`config.mk`:
```
export PLATFORM = sky130hd
export DESIGN_NAME = rf_hop_sched
export DESIGN_NICKNAME = d
export VERILOG_FILES = /design/src/rtl/rf_ctrl_pkg.sv /design/src/rtl/rf_hop_table.sv /design/src/rtl/rf_hop_sched.sv
export SDC_FILE = /design/constraint.sdc
export NUM_CORES = 1
export LEC_CHECK = 0
export CAP_MARGIN = 20
export CORE_UTILIZATION = 55
export CTS_BUF_LIST = sky130_fd_sc_hd__clkbuf_4 sky130_fd_sc_hd__clkbuf_8 sky130_fd_sc_hd__clkbuf_16
export DETAILED_ROUTE_END_ITERATION = 8
export PLACE_DENSITY = 0.79
export RECOVER_POWER = 50
export SLEW_MARGIN = 25
export SYNTH_ARGS = -nofsm -noshare
export SYNTH_HDL_FRONTEND = slang
export SYNTH_SLANG_ARGS = --single-unit
```
`constraint.sdc`:
```
create_clock -name clk -period 3.2 [get_ports clk]
set_clock_uncertainty 0.15 [all_clocks]
set_input_delay 0.96 -clock clk [delete_from_list [all_inputs] [get_ports clk]]
set_output_delay 0.96 -clock clk [all_outputs]
set_load 0.01 [all_outputs]
```
`src/rtl/rf_ctrl_pkg.sv`:
```
// Shared types and constants for the RF control slice (hop scheduler and
// parallel-control block).
package rf_ctrl_pkg;

  localparam int RF_FREQ_W = 16;

  typedef enum logic [2:0] {
    IDLE,
    RD,
    ISSUE,
    WAIT_CPI,
    WAIT_TX
  } hop_state_t;

endpackage

```
`src/rtl/rf_hop_table.sv`:
```
// Hop-table RAM: one write port and one registered read port. A read and a
// write to the same address on the same edge returns the old word.
module rf_hop_table #(
  parameter int DEPTH  = 16,
  parameter int ADDR_W = 4,
  parameter int FREQ_W = 16
) (
  input  logic              clk,
  input  logic              rst_n,
  input  logic              wr_en,
  input  logic [ADDR_W-1:0] wr_addr,
  input  logic [FREQ_W-1:0] wr_data,
  input  logic              rd_en,
  input  logic [ADDR_W-1:0] rd_addr,
  output logic [FREQ_W-1:0] rd_data
);

  logic [FREQ_W-1:0] mem [DEPTH];

  always_ff @(posedge clk) begin
    if (wr_en) begin
      mem[wr_addr] <= wr_data;
    end
  end

  // The read register only loads on rd_en, so it holds the last issued word
  // and can serve directly as the scheduler's frequency output.
  always_ff @(posedge clk or negedge rst_n) begin
    if (!rst_n) begin
      rd_data <= '0;
    end else if (rd_en) begin
      rd_data <= mem[rd_addr];
    end
  end

endmodule

```
`src/rtl/rf_hop_sched.sv`:
```
// Frequency-hop scheduler: issues one table word per CPI to the RF
// parallel-control block, advancing on each completed transmission.
module rf_hop_sched
  import rf_ctrl_pkg::*;
#(
  parameter int DEPTH  = 16,
  parameter int ADDR_W = 4,
  parameter int FREQ_W = RF_FREQ_W
) (
  input  logic              clk,
  input  logic              rst_n,
  input  logic              i_cfg_we,
  input  logic [ADDR_W-1:0] i_cfg_addr,
  input  logic [FREQ_W-1:0] i_cfg_data,
  input  logic [ADDR_W:0]   i_hop_len,
  input  logic              i_init,
  input  logic              i_stop,
  input  logic              i_pre_cpi,
  input  logic              i_tx_over_flag,
  output logic [FREQ_W-1:0] o_rf_freq,
  output logic              o_rf_freq_vld,
  output logic [ADDR_W-1:0] o_hop_idx,
  output logic              o_busy,
  output logic              o_overrun,
  output logic              o_cfg_err
);

  localparam logic [ADDR_W:0] DEPTH_L = (ADDR_W+1)'(DEPTH);

  hop_state_t        state_q, state_nxt;
  logic [ADDR_W-1:0] idx_q, idx_nxt;
  logic [ADDR_W:0]   hop_len_q, hop_len_nxt;
  logic [ADDR_W:0]   last_idx;
  logic              overrun_nxt;
  logic              cfg_err_nxt;
  logic              issue;
  logic              len_ok;

  logic              pre_s1, pre_s2, pre_s3;
  logic              pc_edge;

  // Two-flop synchronizer plus a registered rising-edge detect.
  always_ff @(posedge clk or negedge rst_n) begin
    if (!rst_n) begin
      pre_s1  <= 1'b0;
      pre_s2  <= 1'b0;
      pre_s3  <= 1'b0;
      pc_edge <= 1'b0;
    end else begin
      pre_s1  <= i_pre_cpi;
      pre_s2  <= pre_s1;
      pre_s3  <= pre_s2;
      pc_edge <= pre_s2 & ~pre_s3;
    end
  end

  assign last_idx = hop_len_q - (ADDR_W+1)'(1);
  assign len_ok   = (i_hop_len != '0) && (i_hop_len <= DEPTH_L);

  // Stop beats init, and init (accepted or not) beats normal sequencing.
  always_comb begin
    state_nxt   = state_q;
    idx_nxt     = idx_q;
    hop_len_nxt = hop_len_q;
    overrun_nxt = o_overrun;
    cfg_err_nxt = 1'b0;
    issue       = 1'b0;
    if (i_stop) begin
      state_nxt = IDLE;
    end else if (i_init) begin
      if (len_ok) begin
        state_nxt   = RD;
        idx_nxt     = '0;
        hop_len_nxt = i_hop_len;
        overrun_nxt = 1'b0;
      end else begin
        state_nxt   = IDLE;
        cfg_err_nxt = 1'b1;
      end
    end else begin
      case (state_q)
        IDLE: state_nxt = IDLE;
        RD: begin
          state_nxt = ISSUE;
          issue     = 1'b1;
        end
        ISSUE: state_nxt = WAIT_CPI;
        WAIT_CPI: begin
          if (pc_edge) begin
            state_nxt = WAIT_TX;
          end
        end
        WAIT_TX: begin
          if (i_tx_over_flag) begin
            idx_nxt   = ({1'b0, idx_q} == last_idx) ? '0 : idx_q + ADDR_W'(1);
            state_nxt = RD;
          end else if (pc_edge) begin
            overrun_nxt = 1'b1;
          end
        end
        default: state_nxt = IDLE;
      endcase
    end
  end

  always_ff @(posedge clk or negedge rst_n) begin
    if (!rst_n) begin
      state_q       <= IDLE;
      idx_q         <= '0;
      hop_len_q     <= '0;
      o_overrun     <= 1'b0;
      o_cfg_err     <= 1'b0;
      o_rf_freq_vld <= 1'b0;
      o_hop_idx     <= '0;
      o_busy        <= 1'b0;
    end else begin
      state_q       <= state_nxt;
      idx_q         <= idx_nxt;
      hop_len_q     <= hop_len_nxt;
      o_overrun     <= overrun_nxt;
      o_cfg_err     <= cfg_err_nxt;
      o_rf_freq_vld <= issue;
      o_busy        <= (state_nxt != IDLE);
      if (issue) begin
        o_hop_idx <= idx_q;
      end
    end
  end

  // The read is only committed when RD really advances to ISSUE, so a stop
  // or restart during RD leaves the previously issued word untouched.
  rf_hop_table #(
    .DEPTH  (DEPTH),
    .ADDR_W (ADDR_W),
    .FREQ_W (FREQ_W)
  ) u_table (
    .clk     (clk),
    .rst_n   (rst_n),
    .wr_en   (i_cfg_we),
    .wr_addr (i_cfg_addr),
    .wr_data (i_cfg_data),
    .rd_en   (issue),
    .rd_addr (idx_q),
    .rd_data (o_rf_freq)
  );

endmodule

```
==> flow_summary.yaml, run 1 <==
run_status:
  run_status: "finished, violations left"
  violations: "max-capacitance violations, max-slew violations"
power:
  clockPowerShare_pct: 34.5
  p_switching_mw: 2.184
  p_per_area_nw_per_um2: 667.1
  internal-power_mw: 6.929
  combPwrFrac_pct: 15.9
  ir_drop_mv: 0.5977
  pwr-share-seq_pct: 49.6
  sw_frac_of_total_pct: 23.97
  leakagePower_nw: 4.626
global_routing:
  track_usage_pct: 22.77
  antenna_found_initial: 1
  grt-ovfl-total: 0
  grt_pass1_vias: 6613
  grt_pass1_wl_mm: 37.02
  grt_start_max_net_pins: 84
floorplan:
  die-area_um2: 21930
  die_w_um: 148.1
  coreArea_um2: 20960
  die_h_um: 148.1
  io_pins: 56
  initial_core_util_pct: 56.01
  num_rows: 53
clocking:
  clock-sinks: 296
  htree_levels: 1
  clk_latency_ps: 550
  path_clk_slew_ps: 60
  cts_buffer_depth: 3
  cts_made_buffers: 29
  postCtsHoldBufs: 0
  cts_tree: "built"
  clockRootBuffer: "clkbuf_16"
  cts_resized: 0
  post_cts_buffers: 0
timing:
  fmax_mhz: 359.4
  layout_setup_ws_ps: 417.9
  slew_headroom_pct: -30.14
  setup_violations: 0
  final_hold_viol_count: 0
  setup_tns_ps: 0
  grt_setup_unrepaired: "false"
  period_minus_slack_ps: 2782
  worst_pin_slew_ps: 1952
  slew_violations: 34
  final.period_utilization_pct: 86.94
placed_design:
  post-place-ws_ps: 122.5
  detailedPlacementHpwl_mm: 14.44
  gp_congestion: 0.8300
  portBuffers: 55
  place_inst: 967
synthesis:
  netlist_area_um2: 11740
  synth-seq-cells: 296
  ys_types: 46
  ys_async_sr_fraction_pct: 13.51
  synth_edf_count: 256
  ys_warn_count: 0
  synth_fp_nets: 668
  postSynthCellCount: 634
  yosysTopAreaCellShare_pct: 65.50
  synth_area_leader_cell: "edfxtp_1"
  yosysMostFrequentCell: "edfxtp_1"
  synth.area.top_cells: "edfxtp_1 (66%), dfrtp_1 (8.5%), mux2_2 (4.7%)"
  syn_avg_cell_area_um2: 18.51
  seq_area_frac_synth_pct: 74.03
  synthTopCellsByCount: "edfxtp_1 (256), mux2_2 (49), dfrtp_1 (40)"
  yosys_most_used_dff: "edfxtp_1"
cells_and_area:
  fin_util_pct: 65.19
  n_antenna_cell: 0
  multi_input_area_um2: 2867
  fillers: 1421
  finalNonFillerCells: 1019
  syn_to_final_growth_pct: 16.40
  regArea_um2: 8693
  fin_nets: 757
  drive_gt1_share_pct: 21.37
critical_path:
  end_kind: "flop"
  worstPathArrival_ps: 3030
  worstSetupPathType: "input pin to flop"
  critPathLaunchType: "input pin"
  cp_max_fo: 5
  worstPathRequired_ps: 3450
route:
  final_antenna_net_count: 0
  route.detailed.drc: 0
  wirelength_mm: 24.20
  first_pass_iters: 7
  drt_iter0_markers: 570
  vias: 6323
  viasPerCell: 6.205
  wl_per_cell_um: 23.75
worst_hold_path:
  worst_hold_path_type: "flop to flop"
flow_run:
  cap_viol_max_count: 1
-- critical path, stage by stage --
cell	delay, ps
clkdlybuf4s50_1	430
nor4_1	750
nand4b_1	220
and2_1	270
o41ai_1	400
-- sequential cells by signal, indices dropped and copies added (netlist names) --
signal           count
hop_len_q            5
idx_q                4
o_busy               1
o_cfg_err            1
o_hop_idx            4
o_overrun            1
o_rf_freq_vld        1
pc_edge              1
pre_s1               1
pre_s2               1
pre_s3               1
state_q              3
u_table.mem        256
u_table.rd_data     16
-- routing by layer --
metal / vias to the layer above / routed length (um) / global-route usage [%]
met3: 60 / 1985 / 5.399
li1: 2739 / - / -
met2: 291 / 11930 / 37.89
met5: - / 0 / 0
met1: 3233 / 9499 / 29.19
met4: 0 / 791 / 8.866
-- power groups by stage --
stage	sequential [mW]	combinational [mW]	clock, mW
5_1_grt	4.53	1.55	3.35
6_report	4.52	1.45	3.14
3_5_place_dp	4.59	1.45	0
4_1_cts	4.52	1.47	3.19
2_1_floorplan	4.57	0.934	0
3_3_place_gp	4.59	1.40	0
-- through the flow --
stage          total power [mW]  cell area, um2  hold slack, ps
2_1_floorplan             5.502           11740           181.2
3_3_place_gp              5.990           12790           191.9
3_5_place_dp              6.041           12790           187.1
4_1_cts                   9.173           13680           206.9
5_1_grt                   9.435           13660           217.7
6_report                  9.113           13660           206.2
-- cells in the final DEF, fill, tap and decap left out, drive strengths merged, types with 3 or more instances in the layout --
cell,synthesis,layout
nand3b,5,5
xnor2,4,4
edfxtp,256,256
dlygate4sd3,0,18
o22ai,14,14
mux2i,30,30
a221o,14,14
nor2b,3,3
o21ai,20,20
mux2,49,49
o21bai,15,15
and2,3,3
nor2,19,19
buf,18,32
nor3,21,21
nand2b,4,4
nand2,19,19
inv,7,9
a21oi,17,17
clkinv,0,11
clkbuf,13,39
clkdlybuf4s50,0,36
dfrtp,40,40
mux4,36,36
-- cells by family after synthesis --
group | Yosys count | share of synthesized area (%)
flip-flops | 296 | 74.03
multiplexers | 115 | 14.55
AO/OA/AOI/OAI | 94 | 5.426
AND/OR/NAND/NOR | 83 | 3.668
buffers and inverters | 38 | 1.663
XOR/XNOR | 6 | 0.4478
adder cells (fa/ha/maj) | 2 | 0.2132
-- area by class of cell --
class | instances | area share (%)
sequential | 296 | 63.64
multi-input combinational | 300 | 20.98
timing repair buffer | 89 | 6.164
clock buffer | 36 | 5.697
tap | 275 | 2.519
clock inverter | 16 | 0.8060
inverter | 7 | 0.1923
-- worst paths after layout --
kind	cells after the start	slack (ps)	startpoint	end
setup reg to reg	4	730	idx_q[0]	u_table.rd_data[7]
hold reg to reg	0	210	pre_s1	pre_s2
min in group asynchronous	1	810	rst_n	o_rf_freq_vld
max in group asynchronous	1	710	rst_n	idx_q[0]
hold / removal	0	210	pre_s1	pre_s2
setup / recovery	5	420	i_hop_len[1]	idx_q[1]
(Power assumes the default switching activity.)
==> inputs of run 2 (changes only) <==
--- a/config.mk
+++ b/config.mk
@@ -6,11 +6,12 @@
 export NUM_CORES = 1
 export LEC_CHECK = 0
 export CAP_MARGIN = 20
-export CORE_UTILIZATION = 55
+export CORE_UTILIZATION = 40
 export CTS_BUF_LIST = sky130_fd_sc_hd__clkbuf_4 sky130_fd_sc_hd__clkbuf_8 sky130_fd_sc_hd__clkbuf_16
 export DETAILED_ROUTE_END_ITERATION = 8
-export PLACE_DENSITY = 0.79
+export PLACE_DENSITY = 0.62
 export RECOVER_POWER = 50
+export SETUP_SLACK_MARGIN = 0.05
 export SLEW_MARGIN = 25
 export SYNTH_ARGS = -nofsm -noshare
 export SYNTH_HDL_FRONTEND = slang
==> constraint.sdc (replaced) <==
create_clock -name clk -period 3.4 [get_ports clk]
set_clock_uncertainty 0.15 [all_clocks]
set_input_delay 1.02 -clock clk [delete_from_list [all_inputs] [get_ports clk]]
set_output_delay 1.02 -clock clk [all_outputs]
set_load 0.01 [all_outputs]
==> run 2 against run 1 <==
Net effect: the run still ends with max-capacitance violations, max-slew violations left; critical endpoint is now idx_q[0]; worst setup slack improved by 81 ps; worst hold slack worse by 8.7 ps; core utilization is 17 points lower; first-iteration DRC count decreased by 28%; via count shrank 2.8%; clock-buffer cell count increased by 1.
==> flow_summary.yaml, run 2 (synthesized netlist as in run 1, its figures left out) <==
floorplan:
  io_pins: 56
  initial_core_util_pct: 40.78
  num_rows: 62
  coreArea_um2: 28780
  die_w_um: 173.3
  die-area_um2: 30030
  die_h_um: 173.3
worst_hold_path:
  worst_hold_path_type: "flop to flop"
power:
  leakagePower_nw: 4.683
  total_power_mw: 8.837
  ir_drop_mv: 0.4003
  p_per_area_nw_per_um2: 636.5
critical_path:
  worstPathArrival_ps: 3230
  worstPathRequired_ps: 3730
  slowest_delay_ps: 720
  worstSetupPathType: "input pin to flop"
  critical_path.slowest_cell: "nor4_1"
  cp_max_fo: 5
  cp_cell_sequence: "dlygate4sd3_1, nor4_1, nand4b_1, and2_1, nor3_2, mux2_2"
  end_kind: "flop"
  critPathLaunchType: "input pin"
placed_design:
  detailedPlacementHpwl_mm: 15.47
  place_inst: 1081
  gp_congestion: 0.8256
  portBuffers: 55
  post-place-ws_ps: 273.4
timing:
  layout_setup_ws_ps: 499.3
  slew_headroom_pct: -20.54
  grt_setup_unrepaired: "false"
  whs_ps: 197.4
  final_hold_viol_count: 0
  final.period_utilization_pct: 85.32
  worst_pin_slew_ps: 1808
  setup_tns_ps: 0
  fmax_mhz: 344.7
  setup_violations: 0
  period_minus_slack_ps: 2901
  slew_violations: 34
cells_and_area:
  final_cell_mix: "edfxtp_1 (256), mux2_2 (49), dfrtp_1 (37)"
  largest_register_ffs: 256
  fin_nets: 762
  drive_gt1_share_pct: 22.37
  layout_commonest_cell: "edfxtp_1"
  fillers: 2382
  syn_to_final_growth_pct: 18.29
  n_antenna_cell: 0
  regMostFlops: "u_table.mem"
  finalNonFillerCells: 1135
  top_regs: "u_table.mem (256), u_table.rd_data (16), hop_len_q (5)"
global_routing:
  track_usage_pct: 16.75
  antenna_found_initial: 2
  grt-ovfl-total: 0
  grt_pass1_vias: 6447
  grt_start_max_net_pins: 34
  grt_pass1_wl_mm: 38.16
clocking:
  clock-sinks: 296
  clk_latency_ps: 560
  cts_buffer_depth: 3
  cts_made_buffers: 29
  htree_levels: 1
  cts_resized: 0
  path_clk_slew_ps: 60
  post_cts_buffers: 0
  postCtsHoldBufs: 0
  cts_tree: "built"
  clockRootBuffer: "clkbuf_16"
route:
  viasPerCell: 5.415
  wl_per_cell_um: 21.73
  final_antenna_net_count: 0
  wirelength_mm: 24.67
  first_pass_iters: 5
  vias: 6146
  drt_iter0_markers: 408
  route.detailed.drc: 0
run_status:
  run_status: "finished, violations left"
  violations: "max-capacitance violations, max-slew violations"
flow_run:
  cap_viol_max_count: 1
[run 2: critical path, delay by kind of cell]
kind / cells / cell delay, ps
buf+inv: 1 / 560
simple gates: 4 / 1450
mux: 1 / 200
[run 2: final timing paths]
| kind | startpoint | to | slack (ps) | depth (start not counted) |
|---|---|---|---|---|
| worst max-delay path | i_hop_len[1] | idx_q[0] | 500 | 6 |
| worst max register to register | idx_q[0] | u_table.rd_data[11] | 900 | 6 |
| worst min register to register | pre_s1 | pre_s2 | 200 | 0 |
| min in group asynchronous | rst_n | u_table.rd_data[1] | 800 | 1 |
| worst min-delay path | pre_s1 | pre_s2 | 200 | 0 |
| max in group asynchronous | rst_n | idx_q[0] | 1010 | 1 |
[run 2: cell type report]
| class | instances | area [um2] | area share [%] |
|---|---|---|---|
| timing repair buffer | 94 | 854.6 | 6.155 |
| clock buffer | 37 | 785.8 | 5.660 |
| clock inverter | 17 | 175.2 | 1.262 |
| tap | 384 | 480.5 | 3.461 |
| sequential | 296 | 8695 | 62.63 |
| multi-input combinational | 300 | 2867 | 20.65 |
| inverter | 7 | 26.28 | 0.1893 |
[run 2: report_power, final]
group / internal [mW] / switching [mW] / total (mW)
sequential: 4.12 / 0.188 / 4.31
clock: 1.87 / 1.32 / 3.19
combinational: 0.722 / 0.619 / 1.34
[run 2: routing by layer]
layer,global-route usage [%],vias up,share of wire (%)
li1,-,2748,-
met1,24.12,3189,47
met2,25.75,147,46
met3,3.004,58,4.5
met4,5.715,4,3.2
met5,0,-,0.11
[run 2: per-stage QoR]
stage,utilization [%],instance area (um2)
after global routing,48.24,13880
after floorplan,-,11740
after global placement,44.95,12940
final,48.24,13880
after CTS,48.29,13900
after detailed placement,44.95,12940
==> inputs of run 3 (changes only) <==
--- a/config.mk
+++ b/config.mk
@@ -6,10 +6,10 @@
 export NUM_CORES = 1
 export LEC_CHECK = 0
 export CAP_MARGIN = 20
-export CORE_UTILIZATION = 40
+export CORE_UTILIZATION = 55
 export CTS_BUF_LIST = sky130_fd_sc_hd__clkbuf_4 sky130_fd_sc_hd__clkbuf_8 sky130_fd_sc_hd__clkbuf_16
 export DETAILED_ROUTE_END_ITERATION = 8
-export PLACE_DENSITY = 0.62
+export PLACE_DENSITY = 0.79
 export RECOVER_POWER = 50
 export SETUP_SLACK_MARGIN = 0.05
 export SLEW_MARGIN = 25
==> run 3 against run 2 <==
Net effect: clock power shrank 1%; sequential power shrank 0.9%; die area shrank 27%; combinational power is essentially flat; critical endpoint unchanged; critical path depth is the same; register-to-register slack lost 20 ps; largest cell class unchanged; final cell count shrank 10%; the run now ends clean; wire length shrank 2.9%; first-iteration DRC count grew 35%; design area shrank 1.3%; worst setup slack gained 110 ps; critical path type unchanged; sequential share of layout area grew 0.80 points.
==> flow_summary.yaml, run 3 (synthesized netlist as in run 1, its figures left out) <==
clocking:
  clock-sinks: 296
  cts_tree: "built"
  clockRootBuffer: "clkbuf_16"
  path_clk_slew_ps: 60
  clk_latency_ps: 550
  post_cts_buffers: 0
  cts_buffer_depth: 3
  cts_made_buffers: 29
  cts_resized: 0
  htree_levels: 1
  postCtsHoldBufs: 0
global_routing:
  grt_pass1_vias: 6494
  antenna_found_initial: 0
  grt_pass1_wl_mm: 36.55
  grt-ovfl-total: 0
  track_usage_pct: 22.51
  grt_start_max_net_pins: 58
critical_path:
  cp_cell_sequence: "clkdlybuf4s50_1, nor4_1, nand4b_1, and2_1, nor3_2, mux2_2"
  critPathLaunchType: "input pin"
  worstPathArrival_ps: 3110
  worstPathRequired_ps: 3720
  worstSetupPathType: "input pin to flop"
  end_kind: "flop"
  cp_max_fo: 5
  critical_path.slowest_cell: "nor4_1"
  slowest_delay_ps: 740
power:
  leakagePower_nw: 4.664
  total_power_mw: 8.758
  p_per_area_nw_per_um2: 639.0
  ir_drop_mv: 0.4999
floorplan:
  die_w_um: 148.1
  coreArea_um2: 20960
  io_pins: 56
  initial_core_util_pct: 56.01
  die_h_um: 148.1
  num_rows: 53
  die-area_um2: 21930
cells_and_area:
  fin_util_pct: 65.40
  drive_gt1_share_pct: 22.18
  final_cell_area_um2: 13710
  layout_commonest_cell: "edfxtp_1"
  fin_nets: 755
  regMostFlops: "u_table.mem"
  largest_register_ffs: 256
  n_antenna_cell: 0
  syn_to_final_growth_pct: 16.78
  final_cell_mix: "edfxtp_1 (256), mux2_2 (49), dfrtp_1 (38)"
  top_regs: "u_table.mem (256), u_table.rd_data (16), hop_len_q (5)"
placed_design:
  dpl_cell_area_um2: 12760
  gp_congestion: 0.8164
  portBuffers: 55
  detailedPlacementHpwl_mm: 14.11
timing:
  final_hold_viol_count: 0
  worst_pin_slew_ps: 938.0
  fmax_mhz: 358.4
  slew_headroom_pct: 37.46
  setup_violations: 0
  final.period_utilization_pct: 82.06
  slew_violations: 0
  setup_tns_ps: 0
  period_minus_slack_ps: 2790
  grt_setup_unrepaired: "false"
route:
  wirelength_mm: 23.96
  drt_iter0_markers: 549
  first_pass_iters: 6
  wl_per_cell_um: 23.52
  vias: 6212
  viasPerCell: 6.096
  final_antenna_net_count: 0
  route.detailed.drc: 0
run_status:
  run_status: "finished clean"
worst_hold_path:
  worst_hold_path_type: "flop to flop"
flow_run:
  cap_viol_max_count: 0
-- run 3: cell types whose count changed in the layout (fill, tap and decap cells not counted), sizes merged --
cell / before / now
buf: 37 / 32
dlygate4sd3: 19 / 18
bufinv: 3 / 2
clkdlybuf4s50: 35 / 36
clkinvlp: 1 / 0
-- run 3: report_power, final --
group / internal, mW / leakage [nW] / switching (mW)
sequential: 4.12 / 2.83 / 0.147
combinational: 0.707 / 1.35 / 0.635
clock: 1.85 / 0.489 / 1.29
-- run 3: layout make-up --
type	instances	area, um2
Clock buffer	39	825.8
Clock inverter	15	130.1
Fill cell	1436	7249
Inverter	7	26.28
Multi-Input combinational cell	300	2867
Sequential cell	296	8693
Tap cell	275	344.1
Timing Repair Buffer	87	819.5
-- run 3: metrics by stage --
stage / setup WS [ps] / hold WS (ps) / instances
finish: 609.9 / 203.9 / 1019
global route: 433.4 / 211.6 / 1019
CTS: 682.5 / 206.8 / 1019
detailed placement: 271.9 / 199.1 / 965
global placement: 356.3 / 192.8 / 965
floorplan: 174.9 / 181.2 / 634
-- run 3: path summary, 6_finish.rpt --
| check | startpoint | slack, ps | cells past startpoint | to |
|---|---|---|---|---|
| setup reg to reg | idx_q[0] | 880 | 7 | u_table.rd_data[11] |
| min in group asynchronous | rst_n | 470 | 1 | o_overrun |
| hold / removal | pre_s1 | 200 | 0 | pre_s2 |
| max in group asynchronous | rst_n | 1940 | 1 | idx_q[0] |
| hold reg to reg | pre_s1 | 200 | 0 | pre_s2 |
| setup / recovery | i_hop_len[1] | 610 | 6 | idx_q[0] |
-- run 3: worst max-delay path, delay by kind of cell --
| family | cells | cell delay (ps) |
|---|---|---|
| and+or+nand+nor | 4 | 1480 |
| buffers and inverters | 1 | 430 |
| muxes | 1 | 190 |
-- run 3: per-layer routing --
metal	global-route usage, %	wire, um	up-vias
met2	37.61	11960	268
met5	0	0	-
met4	7.990	755	0
met3	3.896	1826	55
li1	-	-	2732
met1	30.08	9424	3157
